==> config.mk <==
export PLATFORM = sky130hd
export DESIGN_NAME = l1_tlb
export DESIGN_NICKNAME = d
export VERILOG_FILES = /design/src/rtl/l1_tlb.sv
export SDC_FILE = /design/constraint.sdc
export NUM_CORES = 1
export LEC_CHECK = 0
export ABC_AREA = 1
export CORE_MARGIN = 1.5
export CORE_UTILIZATION = 25
export CTS_BUF_LIST = sky130_fd_sc_hd__clkbuf_4 sky130_fd_sc_hd__clkbuf_8 sky130_fd_sc_hd__clkbuf_16
export DETAILED_ROUTE_END_ITERATION = 7
export MAX_ROUTING_LAYER = met4
export SYNTH_ARGS = -nofsm -noshare
export SYNTH_HDL_FRONTEND = slang
export SYNTH_SLANG_ARGS = --single-unit
==> constraint.sdc <==
create_clock -name clk -period 2.9 [get_ports clk]
set_input_delay 0.58 -clock clk [delete_from_list [all_inputs] [get_ports clk]]
set_output_delay 0.58 -clock clk [all_outputs]
set_load 0.01 [all_outputs]
==> src/rtl/l1_tlb.sv <==
// l1_tlb: fully-associative L1 micro-TLB with L2 refill, TLB Modified detection and fences.
// Define L1TLB_LRU_EN for true-LRU victim selection; otherwise round-robin.
package l1_tlb_pkg;
  typedef struct packed {
    logic [19:0] pfn0;
    logic [19:0] pfn1;
    logic [2:0]  c0;
    logic [2:0]  c1;
    logic        d0;
    logic        d1;
    logic        v0;
    logic        v1;
    logic        g;
  } tlb_entry;
endpackage

module l1_tlb
  import l1_tlb_pkg::*;
#(
  parameter int unsigned NR_ENTRY = 4
) (
  input  logic        clk,
  input  logic        rst,
  input  logic        req_en,
  input  logic [31:0] req_va,
  input  logic        req_write,
  input  logic [7:0]  cur_asid,
  input  logic        ready_go,
  output logic [31:0] pa,
  output logic        uncached,
  output logic        stall,
  output logic        tlb_refill,
  output logic        tlb_invalid,
  output logic        tlb_modified,
  output logic        l2_req,
  output logic [18:0] l2_vpn2,
  input  logic        l2_ack,
  input  logic        l2_found,
  input  tlb_entry    l2_entry,
  input  logic        fence_all,
  input  logic        fence_vpn2_en,
  input  logic [18:0] fence_vpn2
);
  localparam int unsigned IdxW = $clog2(NR_ENTRY);

  typedef struct packed {
    logic [19:0] vpn;
    logic [7:0]  asid;
    logic        g;
    logic [19:0] ppn;
    logic        uncached;
    logic        dirty;
  } l1_entry_t;

  typedef enum logic [1:0] {StIdle, StRefill, StException} state_e;

  state_e               state_q, state_d;
  l1_entry_t            entry_q [NR_ENTRY];
  l1_entry_t            entry_d [NR_ENTRY];
  logic [NR_ENTRY-1:0]  valid_q, valid_d;
  logic [19:0]          vpn_cap_q, vpn_cap_d;
  logic [7:0]           asid_cap_q, asid_cap_d;
  logic                 refill_q, refill_d;
  logic                 invalid_q, invalid_d;

  logic                 mapped, hit, fill, inv_found;
  logic [IdxW-1:0]      hit_idx, inv_idx, policy_idx, victim;

  // Even/odd page of the pair is chosen by the captured va[12].
  logic        odd;
  logic [19:0] sel_pfn;
  logic [2:0]  sel_c;
  logic        sel_d, sel_v;
  assign odd     = vpn_cap_q[0];
  assign sel_pfn = odd ? l2_entry.pfn1 : l2_entry.pfn0;
  assign sel_c   = odd ? l2_entry.c1 : l2_entry.c0;
  assign sel_d   = odd ? l2_entry.d1 : l2_entry.d0;
  assign sel_v   = odd ? l2_entry.v1 : l2_entry.v0;

  assign mapped = (req_va[31:30] != 2'b10);

  // Downward scans so the lowest matching index wins.
  always_comb begin
    hit       = 1'b0;
    hit_idx   = '0;
    inv_found = 1'b0;
    inv_idx   = '0;
    for (int i = int'(NR_ENTRY) - 1; i >= 0; i--) begin
      if (valid_q[i] && entry_q[i].vpn == req_va[31:12] &&
          (entry_q[i].g || entry_q[i].asid == cur_asid)) begin
        hit     = 1'b1;
        hit_idx = IdxW'(i);
      end
      if (!valid_q[i]) begin
        inv_found = 1'b1;
        inv_idx   = IdxW'(i);
      end
    end
  end

  assign victim = inv_found ? inv_idx : policy_idx;

  always_comb begin
    if (!mapped) begin
      pa       = {3'b000, req_va[28:0]};
      uncached = req_va[29];
    end else begin
      pa       = {entry_q[hit_idx].ppn, req_va[11:0]};
      uncached = entry_q[hit_idx].uncached;
    end
  end

  assign stall        = req_en & ~(((state_q == StIdle) & (~mapped | hit)) |
                                   (state_q == StException));
  assign tlb_modified = req_en & req_write & mapped & hit & ~entry_q[hit_idx].dirty;
  assign tlb_refill   = refill_q;
  assign tlb_invalid  = invalid_q;
  assign l2_req       = (state_q == StRefill);
  assign l2_vpn2      = vpn_cap_q[19:1];

  always_comb begin
    state_d    = state_q;
    vpn_cap_d  = vpn_cap_q;
    asid_cap_d = asid_cap_q;
    refill_d   = refill_q;
    invalid_d  = invalid_q;
    fill       = 1'b0;
    case (state_q)
      StIdle: begin
        if (req_en && mapped && !hit) begin
          state_d    = StRefill;
          vpn_cap_d  = req_va[31:12];
          asid_cap_d = cur_asid;
        end
      end
      StRefill: begin
        if (l2_ack) begin
          if (!l2_found) begin
            refill_d = 1'b1;
            state_d  = StException;
          end else if (sel_v) begin
            fill    = 1'b1;
            state_d = StIdle;
          end else begin
            invalid_d = 1'b1;
            state_d   = StException;
          end
        end
      end
      StException: begin
        if (ready_go) begin
          refill_d  = 1'b0;
          invalid_d = 1'b0;
          state_d   = StIdle;
        end
      end
      default: state_d = StIdle;
    endcase
  end

  // Fences act on the post-fill view so a simultaneous fill is invalidated.
  always_comb begin
    entry_d = entry_q;
    valid_d = valid_q;
    if (fill) begin
      entry_d[victim] = '{vpn: vpn_cap_q, asid: asid_cap_q, g: l2_entry.g, ppn: sel_pfn,
                          uncached: (sel_c == 3'd0), dirty: sel_d};
      valid_d[victim] = 1'b1;
    end
    if (ready_go) begin
      for (int i = 0; i < int'(NR_ENTRY); i++) begin
        if (fence_all || (fence_vpn2_en && entry_d[i].vpn[19:1] == fence_vpn2)) begin
          valid_d[i] = 1'b0;
        end
      end
    end
  end

`ifdef L1TLB_LRU_EN
  logic [IdxW-1:0] age_q [NR_ENTRY];
  logic [IdxW-1:0] age_d [NR_ENTRY];
  logic            touch;
  logic [IdxW-1:0] touch_idx, touch_age;

  always_comb begin
    policy_idx = '0;
    for (int i = 0; i < int'(NR_ENTRY); i++) begin
      if (age_q[i] == IdxW'(NR_ENTRY - 1)) policy_idx = IdxW'(i);
    end
  end

  always_comb begin
    touch     = fill | (req_en & mapped & hit & ready_go);
    touch_idx = fill ? victim : hit_idx;
    touch_age = age_q[touch_idx];
    age_d     = age_q;
    if (touch) begin
      for (int i = 0; i < int'(NR_ENTRY); i++) begin
        if (IdxW'(i) == touch_idx) age_d[i] = '0;
        else if (age_q[i] < touch_age) age_d[i] = age_q[i] + 1'b1;
      end
    end
  end

  always_ff @(posedge clk) begin
    if (rst) begin
      for (int i = 0; i < int'(NR_ENTRY); i++) age_q[i] <= IdxW'(i);
    end else begin
      age_q <= age_d;
    end
  end
`else
  logic [IdxW-1:0] rr_q, rr_d;

  assign policy_idx = rr_q;
  assign rr_d       = (fill && !inv_found) ? rr_q + 1'b1 : rr_q;

  always_ff @(posedge clk) begin
    if (rst) rr_q <= '0;
    else     rr_q <= rr_d;
  end
`endif

  always_ff @(posedge clk) begin
    if (rst) begin
      state_q    <= StIdle;
      entry_q    <= '{default: '0};
      valid_q    <= '0;
      vpn_cap_q  <= '0;
      asid_cap_q <= '0;
      refill_q   <= 1'b0;
      invalid_q  <= 1'b0;
    end else begin
      state_q    <= state_d;
      entry_q    <= entry_d;
      valid_q    <= valid_d;
      vpn_cap_q  <= vpn_cap_d;
      asid_cap_q <= asid_cap_d;
      refill_q   <= refill_d;
      invalid_q  <= invalid_d;
    end
  end

endmodule

==> out/qor.yml <==
run_status:
  status: "finished with violations"
  violations: "negative setup slack"
clocking:
  cts_hold_buf: 0
  cts_tree: "built"
  cts.sinks: 242
  cts_buffers: 28
  clk_pin_slew_ps: 60
  clockBufferDepth: 3
  ctsRootBufferMaster: "clkbuf_16"
  ctsHtreeMaxLevel: 1
  clkLatencyLatePin_ps: 570
synth:
  syn_nets: 2475
  yosysUniqueCellTypes: 47
  syn_area_mm2: 0.0144
  synth_seq_area_share_pct: 33.6
  synth-seq-cells: 242
  syn_area_per_cell_um2: 6.12
  synth_cells: 2356
  synth_warnings: 0
drt:
  num_vias: 16500
  wire_per_inst_um: 18.3
  wl_um: 63600
  drt_pass1_iterations: 5
  ant_nets: 0
  initialDrtViolationCount: 1485
  drcViolationCount: 0
  avgViaCountPerCell: 4.74
power_and_ir_drop:
  peakVddDrop_mv: 0.300
  totalPowerFinal_mw: 8.69
  p_leak_nw: 9.31
  p_int_mw: 6.38
  share_seq_of_total_power_pct: 39.4
  swShare_pct: 26.6
  p_sw_mw: 2.32
  power_density_mw_per_mm2: 420
  clock_power_share_pct: 46.3
  pwr-share-comb_pct: 14.3
cells_and_area:
  syn_to_final_growth_pct: 43.5
  final_cell_mix: "nand2_1 (693), buf_4 (278), inv_1 (222), dfxtp_1 (221), nor2_1 (213)"
  layout_commonest_cell: "nand2_1"
  num-nets-final: 2823
  fin_util_pct: 36.5
  drive_gt1_share_pct: 23.0
global_route:
  grt_first_pass_wirelength_um: 94200
  grt_max_degree: 86
  globalRouteTotalUtil_pct: 21.3
  grt_overflow: 0
  antenna_found_initial: 2
  grt_pass1_vias: 15300
floorplan:
  start_util_pct: 25.4
  dieArea_mm2: 0.0591
  die-height_um: 243
  coreArea_mm2: 0.0567
  io_pins: 176
  die_w_um: 243
  rows: 87
critical_path:
  max_stage_delay_ps: 370
  r2r_slack_ps: 190
  reg2reg_to: "valid_q[3]"
  crit_start: "entry_q[199]"
  arrival_ps: 2850
  cpMostUsedCell: "nand2_1"
  required_ps: 2320
  end_kind: "primary output"
  critPathKind: "reg2out"
  cp_cell_sequence: "inv_2 > nand2_2 > nand2_1 > nor2_2 > nand3_1 > nor4_4 > nand3_4 > buf_12 > nand2_8 > buf_12 > buf_8 > nand2_2 > nand3_2 > nand2_1 > nand2_1 > nand2_1 > buf_2"
  cp_max_fo: 8
  rr_startpoint: "valid_q[3]"
  rr_worst_depth: 18
  crit_slowest_cell: "dfxtp_4"
  start_kind: "flop"
placed_design:
  gp_congestion: 1.07
  dp_hpwl_um: 48300
  portBuffers: 151
sta:
  slew_violations: 0
  fmax_ghz: 0.292
  period_share_pct: 118
  fin_worst_hold_slack_ps: 369
  slew_headroom_pct: 23.0
  finClkSkew_ps: 12.0
  worstMarginPinSlew_ps: 1150
  setup_ws_ps: -528
  finalHoldViolCount: 0
  rsz0062_at_grt: "true"
  setup_viol: 23
  period_minus_slack_ps: 3430
min_path:
  min_from: "req_va[17]"
  hold_path.class: "in2reg"
  min_to: "vpn_cap_q[5]"
  whs_path_depth: 3
flow_run:
  drv_cap: 0
[kinds of logic after synthesis]
group	after synthesis	share of synthesized area (%)
simple gates	1296	37.6
xor+xnor	54	3.28
compound gates	362	13.1
flops	242	33.6
buf+inv	402	12.4
[cells in the mapped netlist, drive strengths merged]
library cell    n  area [µm²]
o21ai         166         838
nand3         233        1180
o211ai          8        60.1
o21bai          4        30.0
xnor2          34         298
xor2           20         175
nand2         756        2880
nor3           16        80.1
o22ai           5        31.3
clkbuf         59         225
a21boi          1        7.51
o41ai           1        8.76
dfxtp         242        4840
buf           100         652
and2            1        6.26
inv           242         911
nand4          27         169
nor2          241         950
and3            1        6.26
nor4b           1        8.76
or2             5        31.3
or4             1        7.51
a211oi          1        7.51
nand3b          9        67.6
nor3b           3        22.5
a31oi          11        68.8
clkinv          1        3.75
o221ai          1        8.76
nor4            2        18.8
a21oi         164         821
[power groups by stage]
stage | combinational [mW] | sequential (mW) | clock, mW
after floorplan | 0.611 | 3.48 | 0
after global placement | 1.21 | 3.50 | 0
after detailed placement | 1.21 | 3.50 | 0
after CTS | 1.22 | 3.43 | 4.07
after global routing | 1.35 | 3.43 | 4.20
final | 1.24 | 3.43 | 4.02
[layer usage]
layer	global-route usage, %	share of wire, %
met1	28.4	44
met2	33.8	46
met3	2.97	7.5
met4	5.21	2.7
met5	-	0
[what timing repair did]
action                                  4_1_cts  5_1_grt
cloned                                        5        2
pin swaps                                    53       43
setup buffers                                12        6
endpoints found under the setup margin       24       23
gates resized for setup                     277      120
[how the worst max path moves through the flow]
stage                     endpoint  slack [ps]  depth (start not counted)
after CTS                   pa[21]        -500                         17
final                     uncached        -530                         17
after floorplan             pa[29]         210                         16
after global routing      uncached        -650                         16
after global placement      pa[30]       -1260                         18
after detailed placement    pa[30]       -1270                         18
[through the flow]
| step | worst slack, ps | cell area (µm²) | instances | setup TNS (ps) |
|---|---|---|---|---|
| 6_report | -528 | 20700 | 3482 | -10500 |
| 5_1_grt | -646 | 20700 | 3482 | -13230 |
| 4_1_cts | -497 | 20200 | 3472 | -10460 |
| 3_5_place_dp | -1270 | 18600 | 3405 | -40630 |
| 3_3_place_gp | -1260 | 18600 | 3405 | -40190 |
| 2_1_floorplan | 213 | 14400 | 2356 | 0 |
[worst max-delay path: cells and delay by family (launching register included)]
kind | cells | cell delay (ps)
buffers and inverters | 5 | 640
DFF | 1 | 370
and+or+nand+nor | 12 | 1260
[layout make-up]
type | count | area [µm²]
antenna | 2 | 5.00
inverter | 243 | 922
sequential | 242 | 4880
multi-input combinational | 1712 | 8540
tap | 756 | 946
timing repair buffer | 477 | 4360
clock inverter | 12 | 215
clock buffer | 38 | 818
fill | 6032 | 36000
No activity file was read; power rests on OpenSTA's default activity.
